===== src/rtl/frame_assembly.sv =====
// frame_assembly: serializes sync + 28-bit payload (+ even parity when FRAME_ASSEMBLY_PARITY_EN is defined) one bit per clock
// Reset rst is asynchronous and active-low.
module frame_assembly #(
   parameter int DATA_W = 28,
   parameter int SYNC_W = 8,
   parameter logic [SYNC_W-1:0] SYNC_PATTERN = 8'hD5
) (
   input  logic              clk,
   input  logic              rst,
   input  logic [DATA_W-1:0] din,
   input  logic              vin,
   output logic              dout,
   output logic              ready
);
`ifdef FRAME_ASSEMBLY_PARITY_EN
   localparam int P = 1;
`else
   localparam int P = 0;
`endif
   localparam int N  = SYNC_W + DATA_W + P;
   localparam int CW = $clog2(N);
   typedef enum logic {IDLE, SEND} state_t;
   state_t          state, state_n;
   logic [N-1:0]    sr, sr_n, frame;
   logic [CW-1:0]   cnt, cnt_n;
   logic            accept;
`ifdef FRAME_ASSEMBLY_PARITY_EN
   assign frame = {SYNC_PATTERN, din, ^din};
`else
   assign frame = {SYNC_PATTERN, din};
`endif
   assign ready  = (state == IDLE) || (state == SEND && cnt == '0);
   assign accept = vin && ready;
   // the shift register drains to zero after the last bit, which gives the idle level
   assign dout   = sr[N-1];
   always_comb begin
      state_n = accept ? SEND : (state == SEND && cnt == '0) ? IDLE : state;
      cnt_n   = accept ? CW'(N-1) : (cnt != '0) ? cnt - CW'(1) : cnt;
      sr_n    = accept ? frame : {sr[N-2:0], 1'b0};
   end
   always_ff @(posedge clk or negedge rst) begin
      if (!rst) begin
         state <= IDLE;
         sr    <= '0;
         cnt   <= '0;
      end else begin
         state <= state_n;
         sr    <= sr_n;
         cnt   <= cnt_n;
      end
   end
endmodule


===== config.mk =====
export PLATFORM = sky130hd
export DESIGN_NAME = frame_assembly
export DESIGN_NICKNAME = d
export VERILOG_FILES = /design/src/rtl/frame_assembly.sv
export SDC_FILE = /design/constraint.sdc
export NUM_CORES = 1
export LEC_CHECK = 0
export BUFFER_PORTS_ARGS = -buffer_cell sky130_fd_sc_hd__clkbuf_2
export CAP_MARGIN = 20
export CORE_MARGIN = 2
export CORE_UTILIZATION = 49
export CTS_BUF_LIST = sky130_fd_sc_hd__clkbuf_16
export DETAILED_ROUTE_END_ITERATION = 8
export PLACE_DENSITY = 0.73
export SYNTH_ARGS = -nofsm -noshare
export SYNTH_HDL_FRONTEND = slang
export SYNTH_SLANG_ARGS = --single-unit

===== constraint.sdc =====
create_clock -name clk -period 2 [get_ports clk]
set_input_delay 0.6 -clock clk [delete_from_list [all_inputs] [get_ports clk]]
set_output_delay 0.6 -clock clk [all_outputs]
set_load 0.03 [all_outputs]

==> impl_results.md <==
* Slew Limit Fails at 0
* YS warnings at 0
* Finished Layout Cells at 236
* Final setup fails at 1
* Syn Inst Count at 153
* Share of cells above drive strength 1 at 30.32%
* Adder-Cell Fraction of Synth Area at 1.323%
* Slew HR at 65.01%
* Crit path launch: cnt[1]
* Slew @ Worst Pin at 0.5249 ns
* Leakage at 1.101 nW
* Failing checks: negative setup slack
* Fin Clk Skew at 0.003226 ns
* Dpl ws at 0.03246 ns
* Final worst setup slack at -0.2116 ns
* Top cells by area, synth: dfrtp_1 57%, a32o_1 14%, and2_1 8.9%
* WL/cell at 16.54 microns
* Number of synthesized flops with an enable pin at 0
* Mapped Area at 1892 sq um
* Maximum clock path buffer count at 2
* Final Cycle Share at 110.6%
* Die Ht at 66.14 microns
* Via count at 1382
* Post-Syn Area per Cell at 12.36 sq um
* Synthesized Nets at 186
* #FFs+latches synth at 43
* Final core occ at 62.28%
* Post-DP Area at 2108 sq um
* Footprint of the multi-input gates at 748.2 sq um
* Detailed Place HPWL at 2380 microns
* Post-Route WL at 3904 microns
* Outcome: complete, but fails checks
* Initial antenna violation count at 0
* Crit end category: primary output
* RePlAce Congestion at 0.8145
* Synth area leader: dfrtp_1
* TritonCTS clock tree: done
* DRT Pass-1 Iters at 4
* WP data arrival at 1.61 ns
* Cell Count Post-Placement at 227
* Critical Path Start Type: flip-flop
* Hold WC Path Type: input pin to async pin
* Inserted Diodes at 0
* Cell Rows at 22
* Req. time, crit path at 1.40 ns
* Clk root buf: clkbuf_16
* Crit Path Category: flip-flop to primary output
* Port Buf Inserts at 32
* Ys async rst share at 100.0%
* CTS buffer count at 5
* Final setup TNS at -0.2116 ns
* VDD IR max at 0.8785 mV
* Final nets at 220
* Xor and xnor area share after synthesis at 0.4630%
* Synth top cells by count: 43 x dfrtp_1, 27 x a32o_1, 27 x and2_1, 8 x clkbuf_1, 5 x a21o_1
* Routed Antenna Nets at 0
* Worst-path clk slew at 0.06 ns
* RSZ-0062 raised after global routing: true
* Worst-skew pair later-pin latency at 0.29 ns
* Global-route wire length before repair at 6630 microns
* Simple logic cell fraction of the synthesized area at 14.42%
* Most frequent cell after synthesis: dfrtp_1
* GRT Resource Usage Total at 20.41%
* Synth-to-layout area growth at 21.43%
* Power Dens Cells at 1331 nW/um^2
* Final instance area at 2297 sq um
* Top-level I/O count at 33
* F_max at 452.2 MHz
* Post-synth top flop: dfrtp_1
* DR vias/cell at 5.856
* Worst Path Max Fanout at 4
* Reg2reg start: cnt[1]
* Clock tree sinks at 43
* Largest family of logic cells by synthesized area: compound AO/OA/AOI/OAI gates
* Largest net degree at the start of global routing at 44
* Endpoints failing hold at 0
* Complex-gate fraction of the synthesized area at 22.16%
* Max cap viols at 0
* Drt first-iter violations at 113
* Final min period at 2.212 ns
* Reg area at 1076 sq um
* Netlist cell types at 31
* Core Box Area at 3689 sq um
* Die Span X at 66.14 microns
* Hold_buf cts at 0
* Residual DRC count at 0
* Sequential area share after synthesis at 56.88%
* Mux cell area share after synthesis at 0%
* DIE AREA at 4374 sq um
* Vias in the first global route at 1407
* Initial Util at 51.29%
* H-tree depth at 2
* Yosys top cell area share at 56.88%
* Remaining global-route overflow at 0
* Filler Cell Count at 293
kinds of logic after synthesis:
| group | Yosys count |
|---|---|
| adders and majority gates | 2 |
| xor gates and xnor gates | 1 |
| AOI/OAI and AO/OA | 48 |
| and+or+nand+nor | 42 |
| buffers and inverters | 17 |
| DFF | 43 |
registers in the layout (all words and copies together) (netlist names):
name	count
sr	36
state	1
cnt	6
layout make-up:
cell class | count | area share, %
Clock buffer | 5 | 5.447
Tap cell | 48 | 2.614
Sequential cell | 43 | 46.84
Inverter | 3 | 0.4902
Timing Repair Buffer | 41 | 10.35
Multi-Input combinational cell | 93 | 32.57
Clock inverter | 3 | 1.688
final timing paths:
check                           endpoint  slack, ns  cells past startpoint
worst max-delay path               ready      -0.21                      5
worst max register to register     sr[5]       0.14                      6
min in group clk                  sr[30]       0.43                      1
worst min-delay path              cnt[5]       0.37                      2
worst min register to register    sr[30]       0.43                      1
max in group asynchronous         sr[13]       1.26                      2
power breakdown:
group | internal, W | switching, W
registers | 0.00115 | 0.000120
clock network | 0.000582 | 0.000317
logic | 0.000467 | 0.000417
total | 0.00220 | 0.000854
stage by stage:
stage               hold WS [ns]  power, W
floorplan                 0.3044  0.001901
global placement          0.4120  0.002065
detailed placement        0.4182  0.002128
CTS                       0.3964  0.003073
global route              0.4264  0.003224
finish                    0.3662  0.003057
metal layers:
layer | track usage [%] | share of wire [%] | up-vias | wire length (microns)
met4 | 10.71 | 2.8 | 0 | 108
met1 | 27.11 | 43 | 694 | 1672
li1 | - | - | 635 | -
met3 | 4.429 | 4.1 | 11 | 161
met5 | 0 | 0 | - | 0
met2 | 31.37 | 50 | 42 | 1961
critical path: stages, from the launching register on:
cell     delay (ns)
dfrtp_1        0.39
inv_2          0.09
ha_4           0.14
or3b_4         0.40
o21ai_4        0.17
buf_8          0.14
placed cells by master (no fill, tap or decap), types with 2 or more instances in the layout:
| cell | synthesis | final |
|---|---|---|
| and2_1 | 27 | 27 |
| a21o_1 | 5 | 5 |
| buf_4 | 0 | 9 |
| a21boi_0 | 3 | 3 |
| inv_2 | 0 | 2 |
| o211ai_1 | 3 | 3 |
| nand2b_1 | 2 | 2 |
| dfrtp_1 | 43 | 43 |
| a32o_1 | 27 | 27 |
| clkbuf_16 | 0 | 5 |
| nor4_1 | 2 | 2 |
| a21oi_1 | 3 | 3 |
| o21ai_0 | 2 | 2 |
| or3_1 | 2 | 2 |
| clkbuf_2 | 0 | 31 |
repair_timing:
action | 4_1_cts | 5_1_grt
resized for setup | 3 | 1
buffers inserted | 1 | 0
setup endpoints to repair | 1 | 1
Note: power is estimated with default switching activity, not from simulation.
